==> config.mk <==
export PLATFORM = sky130hd
export DESIGN_NAME = sha1_pre_seq
export DESIGN_NICKNAME = d
export VERILOG_FILES = /design/src/rtl/sha1_pkg.sv /design/src/rtl/sha1_w_window.sv /design/src/rtl/sha1_pre_seq.sv
export SDC_FILE = /design/constraint.sdc
export NUM_CORES = 2
export LEC_CHECK = 0
export CAP_MARGIN = 20
export CORE_AREA = 2 2 447 449
export DETAILED_ROUTE_END_ITERATION = 12
export DIE_AREA = 0 0 449 451
export DONT_BUFFER_PORTS = 1
export HOLD_SLACK_MARGIN = 0.1
export PLACE_DENSITY_LB_ADDON = 0.25
export SLEW_MARGIN = 20
export SYNTH_ARGS = -nofsm -noshare
export SYNTH_HDL_FRONTEND = slang
export SYNTH_SLANG_ARGS = --single-unit
==> constraint.sdc <==
create_clock -name clk -period 4.7 [get_ports clk]
set_input_delay 0.705 -clock clk [delete_from_list [all_inputs] [get_ports clk]]
set_output_delay 0.705 -clock clk [all_outputs]
set_load 0.05 [all_outputs]
==> src/rtl/sha1_pkg.sv <==
// Shared SHA-1 definitions: round constants, schedule helpers and the
// sequencer state encoding used by the folded pre-add stage.
package sha1_pkg;

  localparam int SHA1_ROUNDS = 80;
  localparam int SHA1_WORDS  = 16;

  localparam logic [31:0] SHA1_K0 = 32'h5A827999;
  localparam logic [31:0] SHA1_K1 = 32'h6ED9EBA1;
  localparam logic [31:0] SHA1_K2 = 32'h8F1BBCDC;
  localparam logic [31:0] SHA1_K3 = 32'hCA62C1D6;

  typedef enum logic [1:0] {
    ST_IDLE  = 2'd0,
    ST_RUN   = 2'd1,
    ST_DRAIN = 2'd2
  } pre_state_e;

  function automatic logic [31:0] sha1_k(input logic [6:0] round);
    logic [31:0] k_s;
    if (round < 7'd20) begin
      k_s = SHA1_K0;
    end else if (round < 7'd40) begin
      k_s = SHA1_K1;
    end else if (round < 7'd60) begin
      k_s = SHA1_K2;
    end else begin
      k_s = SHA1_K3;
    end
    return k_s;
  endfunction

  function automatic logic [31:0] rotl1(input logic [31:0] x);
    return {x[30:0], x[31]};
  endfunction

endpackage

==> src/rtl/sha1_w_window.sv <==
// 16-word SHA-1 message schedule window; word 0 is the current W[r] and each
// shift appends the next schedule word at word 15.
module sha1_w_window
  import sha1_pkg::*;
(
  input  logic                       clk,
  input  logic                       rst_n,
  input  logic                       load,
  input  logic                       shift,
  input  logic [SHA1_WORDS*32-1:0]   msg_in,
  output logic [31:0]                w_cur,
  output logic [SHA1_WORDS*32-1:0]   win
);

  logic [SHA1_WORDS*32-1:0] window_r;
  logic [31:0]              new_word_s;
  logic [SHA1_WORDS*32-1:0] win_nxt_s;

  // W[t] = rotl1(W[t-3] ^ W[t-8] ^ W[t-14] ^ W[t-16]) relative to a window based at t-16
  assign new_word_s = rotl1(window_r[13*32 +: 32] ^ window_r[8*32 +: 32] ^
                            window_r[2*32 +: 32]  ^ window_r[0 +: 32]);
  assign win_nxt_s  = {new_word_s, window_r[SHA1_WORDS*32-1:32]};

  // Window register: load a fresh block, shift one round, or hold.
  always_ff @(posedge clk) begin
    if (!rst_n) begin
      window_r <= '0;
    end else if (load) begin
      window_r <= msg_in;
    end else if (shift) begin
      window_r <= win_nxt_s;
    end else begin
      window_r <= window_r;
    end
  end

  assign w_cur = window_r[31:0];
  // win is the window as it will look after the next shift
  assign win   = win_nxt_s;

endmodule

==> src/rtl/sha1_pre_seq.sv <==
// Folded SHA-1 pre-add stage: one round per step emits P[r] = W[r] + K(r) + d_in
// with output backpressure and a final-window handoff for block chaining.
module sha1_pre_seq
  import sha1_pkg::*;
#(
  parameter int START_ROUND = 0,
  parameter int NUM_ROUNDS  = 80,
  parameter int ROUND_W     = 7
) (
  input  logic               clk,
  input  logic               rst_n,
  input  logic               in_valid,
  output logic               in_ready,
  input  logic [511:0]       msg_in,
  input  logic               abort,
  input  logic [31:0]        d_in,
  output logic               out_valid,
  input  logic               out_ready,
  output logic [31:0]        p_out,
  output logic [31:0]        w_out,
  output logic [ROUND_W-1:0] round_out,
  output logic               last,
  output logic [511:0]       win_out
);

  localparam int END_ROUND = START_ROUND + NUM_ROUNDS - 1;
  localparam logic [ROUND_W-1:0] START_R = ROUND_W'(START_ROUND);
  localparam logic [ROUND_W-1:0] END_R   = ROUND_W'(END_ROUND);

  generate
    if (START_ROUND < 0 || START_ROUND >= SHA1_ROUNDS || NUM_ROUNDS < 1 ||
        START_ROUND + NUM_ROUNDS > SHA1_ROUNDS || END_ROUND >= (1 << ROUND_W)) begin : g_bad_params
      $error("sha1_pre_seq: round range exceeds 0..79 or ROUND_W too narrow");
    end
  endgenerate

  pre_state_e         state_r;
  pre_state_e         state_nxt_s;
  logic               in_ready_r;
  logic               out_valid_r;
  logic               last_r;
  logic [31:0]        p_out_r;
  logic [31:0]        w_out_r;
  logic [ROUND_W-1:0] round_out_r;
  logic [ROUND_W-1:0] round_cnt_r;
  logic [511:0]       win_out_r;

  logic               accept_s;
  logic               step_s;
  logic               drain_done_s;
  logic               final_s;
  logic [31:0]        w_cur_s;
  logic [31:0]        p_s;
  logic [511:0]       win_nxt_s;

  sha1_w_window u_window (
    .clk    (clk),
    .rst_n  (rst_n),
    .load   (accept_s),
    .shift  (step_s),
    .msg_in (msg_in),
    .w_cur  (w_cur_s),
    .win    (win_nxt_s)
  );

  // State register; in_ready is registered from the next state so it tracks IDLE exactly.
  always_ff @(posedge clk) begin
    if (!rst_n) begin
      state_r    <= ST_IDLE;
      in_ready_r <= 1'b1;
    end else begin
      state_r    <= state_nxt_s;
      in_ready_r <= (state_nxt_s == ST_IDLE);
    end
  end

  // Next-state logic; abort wins over every handshake.
  always_comb begin
    state_nxt_s = state_r;
    case (state_r)
      ST_IDLE: begin
        if (accept_s) begin
          state_nxt_s = ST_RUN;
        end else begin
          state_nxt_s = ST_IDLE;
        end
      end
      ST_RUN: begin
        if (abort) begin
          state_nxt_s = ST_IDLE;
        end else if (step_s && final_s) begin
          state_nxt_s = ST_DRAIN;
        end else begin
          state_nxt_s = ST_RUN;
        end
      end
      ST_DRAIN: begin
        if (abort || out_ready) begin
          state_nxt_s = ST_IDLE;
        end else begin
          state_nxt_s = ST_DRAIN;
        end
      end
      default: begin
        state_nxt_s = ST_IDLE;
      end
    endcase
  end

  // Control strobes; a step only fires when the output slot is free or being consumed.
  always_comb begin
    final_s      = (round_cnt_r == END_R);
    accept_s     = (state_r == ST_IDLE) && in_valid && !abort;
    step_s       = (state_r == ST_RUN) && !abort && (!out_valid_r || out_ready);
    drain_done_s = (state_r == ST_DRAIN) && !abort && out_ready;
  end

  assign p_s = w_cur_s + sha1_k(7'(round_cnt_r)) + d_in;

  // Round counter: restarts on accept, advances once per step.
  always_ff @(posedge clk) begin
    if (!rst_n) begin
      round_cnt_r <= '0;
    end else if (accept_s) begin
      round_cnt_r <= START_R;
    end else if (step_s) begin
      round_cnt_r <= round_cnt_r + ROUND_W'(1);
    end else begin
      round_cnt_r <= round_cnt_r;
    end
  end

  // Output registers; abort only drops the valid/last flags and leaves data in place.
  always_ff @(posedge clk) begin
    if (!rst_n) begin
      out_valid_r <= 1'b0;
      last_r      <= 1'b0;
      p_out_r     <= 32'd0;
      w_out_r     <= 32'd0;
      round_out_r <= '0;
      win_out_r   <= 512'd0;
    end else if (abort) begin
      out_valid_r <= 1'b0;
      last_r      <= 1'b0;
    end else if (step_s) begin
      out_valid_r <= 1'b1;
      last_r      <= final_s;
      p_out_r     <= p_s;
      w_out_r     <= w_cur_s;
      round_out_r <= round_cnt_r;
      if (final_s) begin
        win_out_r <= win_nxt_s;
      end else begin
        win_out_r <= win_out_r;
      end
    end else if (drain_done_s) begin
      out_valid_r <= 1'b0;
    end else begin
      out_valid_r <= out_valid_r;
    end
  end

  assign in_ready  = in_ready_r;
  assign out_valid = out_valid_r;
  assign p_out     = p_out_r;
  assign w_out     = w_out_r;
  assign round_out = round_out_r;
  assign last      = last_r;
  assign win_out   = win_out_r;

endmodule

; ---- Yosys cells after proc, flatten, opt, wreduce, memory -nomap -nowiden
; Cells that the tools add are included.
[op_classes]
n_addsub = 3
order_cmp = 3
n_eq_ne = 3
muxes = 12
n_bitwise = 5
n_reduce_logical = 19
[op_table]
columns = cell, count
row1 = 512-bit 2-to-1 mux, 2
row2 = 32-bit bitwise XOR, 3
row3 = 32-bit adder, 2
row4 = 32-bit 2-to-1 mux, 2
row5 = 31-bit 2-to-1 mux, 1
row6 = 7-bit by 6-bit less-than comparator with 1-bit output (second input constant), 2
row7 = 7-bit by 1-bit adder with 7-bit output (second input constant), 1
row8 = 7-bit == test (second input constant), 1
row9 = 1-bit logical AND, 7
row10 = 7-bit by 5-bit less-than comparator with 1-bit output (second input constant), 1
row11 = 2-bit 2-to-1 mux, 3
row12 = 2-bit case mux with 3 select lines, 1
row13 = 2-bit logical NOT, 2
row14 = 2-bit nonzero test, 2
row15 = 2-bit OR reduction, 2
row16 = 1-bit 2-to-1 mux, 3
row17 = 3-bit AND reduction, 1
row18 = 2-bit by 1-bit == test with 1-bit output (second input constant), 1
row19 = 2-bit == test (second input constant), 1
row20 = 1-bit logical NOT, 2
row21 = 1-bit logical OR, 2
row22 = 1-bit NOT, 2
row23 = 2-bit AND reduction, 1
[word_totals]
reg_bits = 1107
input_bits = 549
elab_cells = 55

; ---- Longest topological paths before layout
[logic_depth]
word_depth = 8
depth_mapped = 17
mapped_depth_nobuf = 14

; ---- Hierarchy
; Synthesis repeated with hierarchy kept, for this count alone.
[hier_totals]
hier_cells = 5313
area_unflattened_um2 = 48018.6
[by_module_without_submodules]
columns = mod, n_inst, cells_per_inst, area_each_um2, seq_area_each_um2
row1 = sha1_w_window, 1, 2416, 25186.7, 10249.8
row2 = sha1_pre_seq, 1, 2897, 22831.9, 11911.4

; ---- Worst setup path before layout
; OpenSTA, ideal clock, no wires.
[synth_timing]
path_kind = register -> register
start = register round_cnt_r[5]
end = register p_out_r[29] (netlist: p_out[29])
setup_ps = 116
arrival_time_ps = 3747
required_time_ps = 4584
setup_slack_ps = 837
stages_incl_launch_ff = 15
n_path_buf = 1
synth_period_minus_slack_ps = 3863
cell_sequence = dfxtp_1 > clkbuf_1 > o21ai_0 > nor3_1 > nor2_1 > xnor2_1 > ha_1 > ha_1 > a211o_1 > a211o_1 > and3_1 > o21a_1 > o2111ai_1 > nand3_1 > a41o_1
[synth_via]
elab_chain_len = 6
word_cells_on_any_way = 8
cone_classes = add/sub: 2 / order compare: 3 / mux: 3
[synth_lines]
columns = item, line
row1 = start: declaration, sha1_pre_seq.sv:45  ; logic [ROUND_W-1:0] round_cnt_r;
row2 = start signal: assignment, sha1_pre_seq.sv:127  ; round_cnt_r <= round_cnt_r + ROUND_W'(1);
row3 = start signal: assignment, sha1_pre_seq.sv:129  ; round_cnt_r <= round_cnt_r;
row4 = 7-bit by 6-bit less-than comparator with 1-bit output, sha1_pkg.sv:25  ; end else if (round < 7'd60) begin
row5 = 31-bit 2-to-1 mux, sha1_pkg.sv:25
row6 = 32-bit 2-to-1 mux, sha1_pkg.sv:23  ; end else if (round < 7'd40) begin
row7 = 32-bit 2-to-1 mux (*), sha1_pkg.sv:21  ; if (round < 7'd20) begin
row8 = 32-bit adder (*) (2 in a row), sha1_pre_seq.sv:118  ; assign p_s = w_cur_s + sha1_k(7'(round_cnt_r)) + d_in;
row9 = end signal: assignment, sha1_pre_seq.sv:148  ; p_out_r <= p_s;
row10 = end: declaration, sha1_pre_seq.sv:42  ; logic [31:0] p_out_r;
; Every way passes the cells marked *; elsewhere a longest branch is shown, timed or not.
; A chain may end at the register's enable or synchronous reset.

; ---- Worst setup path after layout
[layout_timing]
start = register round_cnt_r[4]
end = register p_out_r[30] (netlist: p_out[30])
; The elaborated chain is that of the path after synthesis.

==> flow_metrics.py <==
metrics = {
    "die": {
        "core_area_um2": 198000,
        "dieHeight_um": 451,
        "fp-row-count": 164,
        "die_area_um2": 202000,
        "die-width_um": 449,
        "start_util_pct": 22.9,
        "pin_count": 1135,
    },
    "power_and_ir_drop": {
        "peakVddDrop_mv": 0.366,
        "p_per_area_nw_per_um2": 413,
        "p_leak_nw": 19.2,
        "total_power_mw": 23.7,
    },
    "synth": {
        "ys_seq_area_share_pct": 48.8,
        "synth_ff_type": "dfxtp_1",
        "synthDistinctLibCells": 59,
        "yosysTopAreaCell": "dfxtp_1",
        "synth-simple-area-share_pct": 23.1,
        "synthAdderAreaFrac_pct": 2.02,
        "avgSynthCellArea_um2": 7.78,
        "synth_compound_area_share_pct": 18.7,
        "synth-xor-area-share_pct": 2.49,
        "synthesis.nets": 6444,
        "ys_seq_elements": 1107,
        "ys_warn_count": 0,
        "synth_top_family_by_area": "simple AND/OR/NAND/NOR gates",
        "netlist.area_leader.share_pct": 48.8,
        "syn_area_um2": 45400,
        "syn_inst": 5832,
        "async_flop_share_pct": 0,
        "synth-edff-count": 0,
        "synth.area.top_cells": "dfxtp_1 (49%), nand2_1 (17%), a311oi_1 (9.1%)",
        "synthMuxAreaShare_pct": 0,
    },
    "final_layout": {
        "final-seq-area_um2": 22200,
        "fillers": 21600,
        "nNetsFinal": 6668,
        "multi_input_area_um2": 21000,
        "drive_gt1_share_pct": 5.22,
        "areaGrowthSynthToFinish_pct": 26.6,
        "final_core_util_pct": 29.0,
    },
    "cts": {
        "path_clk_slew_ns": 0.06,
        "clkLatencyLatePin_ns": 0.82,
        "htreeDepth": 4,
        "hold_buffers": 480,
        "post_cts_buffers": 0,
        "cts_tree": "built",
        "cts_buffer_depth": 3,
        "cts_root_buf": "clkbuf_16",
        "cts_made_buffers": 139,
        "ctsResizeCount": 0,
        "cts_sinks": 1107,
    },
    "job": {
        "cap_violations": 0,
    },
    "drt": {
        "dr.pass1.iters": 5,
        "final_antenna_net_count": 0,
        "wl_mm": 257,
        "vias_per_cell": 5.00,
        "vias": 44200,
        "drc": 0,
        "initialDrtViolationCount": 4100,
        "routedWlPerCell_um": 29.0,
    },
    "critical_path": {
        "endpoint": "p_out[30]",
        "r2r_cells": 14,
        "end_kind": "register",
        "critPathMaxStageDelay_ns": 0.51,
        "rrSetupSlack_ns": 0.38,
        "cp_data_arrival_time_ns": 5.05,
        "cp_slowest_cell": "or4_1",
        "worstPathMaxFanout": 7,
        "required_ns": 5.43,
        "path_cells": "o21ai_0, nor2b_1, nand2b_1, inv_1, fa_1, inv_1, ha_1, o21ai_0, o21ai_1, nand4_1, a21oi_1, a221oi_1, or4_1, a41oi_1",
        "timing.rr.start": "round_cnt_r[4]",
        "path_class": "reg2reg",
        "cp-start-kind": "register",
        "r2r-end": "p_out[30]",
        "startpoint": "round_cnt_r[4]",
    },
    "timing": {
        "maxSlewHeadroom_pct": 25.6,
        "final.setup_skew_ns": 0.0676,
        "post-route-period-util_pct": 91.9,
        "rsz0062_at_grt": "false",
        "period_needed_ns": 4.32,
        "report.final.slew_viol_count": 0,
        "max_freq_ghz": 0.232,
        "hold_ws_ns": 0.174,
        "setup_viol": 0,
        "worst_slew_pin_slew_ns": 1.11,
        "finalSetupTns_ns": 0,
        "hold_viol": 0,
    },
    "global_routing": {
        "antenna_found_initial": 43,
        "grt_max_degree": 212,
        "grtUsageTotal_pct": 24.2,
        "grt_pass1_wl_mm": 347,
        "overflow": 0,
        "grt_pass1_vias": 41900,
    },
    "place": {
        "hpwl_mm": 193,
        "gp_congestion": 0.944,
        "portBuffers": 0,
    },
    "run_status": {
        "status": "finished clean",
    },
    "hold_path": {
        "hp-class": "in2reg",
    },
}
-- kinds of logic after synthesis --
group | count (synthesis)
buffers and inverters | 541
adder cells (fa/ha/maj) | 63
AND/OR/NAND/NOR | 2732
XOR/XNOR | 129
flip-flops | 1107
AO/OA/AOI/OAI | 1260
-- where the power goes --
group	switching (mW)	internal (mW)	total, mW
registers	0.639	9.72	10.4
logic	1.33	0.860	2.19
clock network	4.75	6.41	11.2
-- layer usage --
| metal | vias up | part of all wire [%] | track usage (%) |
|---|---|---|---|
| li1 | 20200 | - | - |
| met5 | - | 0.030 | 0 |
| met4 | 12 | 5.0 | 11.3 |
| met3 | 395 | 7.7 | 6.93 |
| met1 | 21900 | 40 | 28.6 |
| met2 | 1694 | 48 | 40.2 |
-- metrics by stage --
step | area [µm²] | std cells | setup slack, ns
2_1_floorplan | 45400 | 5832 | 0.837
4_1_cts | 57400 | 8823 | 0.405
3_5_place_dp | 47800 | 8091 | 0.439
5_1_grt | 57400 | 8844 | 0.0877
3_3_place_gp | 47800 | 8091 | 0.465
6_report | 57400 | 8850 | 0.382
-- cell type report --
class / instances / area share, %
antenna: 27 / 0.118
clock buffer: 205 / 7.06
clock inverter: 47 / 1.23
inverter: 51 / 0.346
multi-input combinational: 4184 / 36.6
sequential: 1107 / 38.6
tap: 2656 / 5.78
timing repair buffer: 573 / 10.3
-- placed cells by master, fill, tap and decap left out, types with 11 or more instances in the layout --
cell           Yosys  routed
diode_2            0      27
nand2_1         2106    2106
xor2_1            12      12
clkinv_2           0      18
a21o_1            26      26
o21ai_0           38      38
clkbuf_8           0      33
inv_1             50      50
nor2_1           542     542
buf_12             0      32
fa_1              17      17
a211oi_1          42      42
dlygate4sd3_1      0     479
nand4_1           11      11
a21oi_1          598     598
ha_1              46      46
dfxtp_1         1107    1107
o211ai_1          43      43
nor3_1            11      11
xnor2_1          117     117
clkbuf_1         359      33
nand3_1           17      16
clkbuf_16          0     139
a311oi_1         472     472
buf_4              1      62
-- critical path: cells and delay by family (launching register included) --
| family | cells | cell delay, ns |
|---|---|---|
| flip-flops | 1 | 0.40 |
| AND/OR/NAND/NOR | 4 | 1.29 |
| adder cells (fa/ha/maj) | 2 | 0.65 |
| AO/OA/AOI/OAI | 6 | 1.56 |
| buffers and inverters | 2 | 0.33 |
-- cell usage after synthesis (2+ instances only) --
| cell | instances |
|---|---|
| a211o_1 | 4 |
| nand4_1 | 11 |
| a31oi_1 | 7 |
| fa_1 | 17 |
| nand2_1 | 2106 |
| or4_1 | 2 |
| buf_2 | 96 |
| nand3b_1 | 3 |
| o21ai_0 | 38 |
| xor2_1 | 12 |
| a211oi_1 | 42 |
| o211ai_1 | 43 |
| and4_1 | 5 |
| o31ai_1 | 4 |
| nand2b_1 | 6 |
| dfxtp_1 | 1107 |
| and2_1 | 4 |
| o21a_1 | 5 |
| a21oi_1 | 598 |
| clkbuf_1 | 359 |
| and3_1 | 8 |
| o21bai_1 | 4 |
| nor4_1 | 2 |
| nor2_1 | 542 |
| or3_1 | 5 |
| o2111ai_1 | 3 |
| xnor2_1 | 117 |
| a311oi_1 | 472 |
| nand3_1 | 17 |
| inv_1 | 50 |
| nor2b_1 | 3 |
| nor3_1 | 11 |
| buf_1 | 23 |
| buf_6 | 11 |
| ha_1 | 46 |
| a21o_1 | 26 |
-- sequential cells by signal, indices dropped and copies added, names as in the netlist --
signal,count
in_ready,1
p_out,32
w_out,32
state_r,2
u_window.window_r,512
round_cnt_r,7
out_valid,1
round_out,7
last,1
win_out,512
-- worst min-delay path by stage --
stage,from,endpoint,slack (ns),depth (start not counted)
after floorplan,u_window.window_r[480],win_out[448],0.45,2
after global placement,u_window.window_r[356],win_out[324],0.46,2
after detailed placement,u_window.window_r[168],win_out[136],0.46,2
after CTS,msg_in[146],u_window.window_r[146],0.10,2
after global routing,msg_in[202],u_window.window_r[202],0.13,2
final,msg_in[469],u_window.window_r[469],0.17,2
Power figures use the tool's default switching activity.
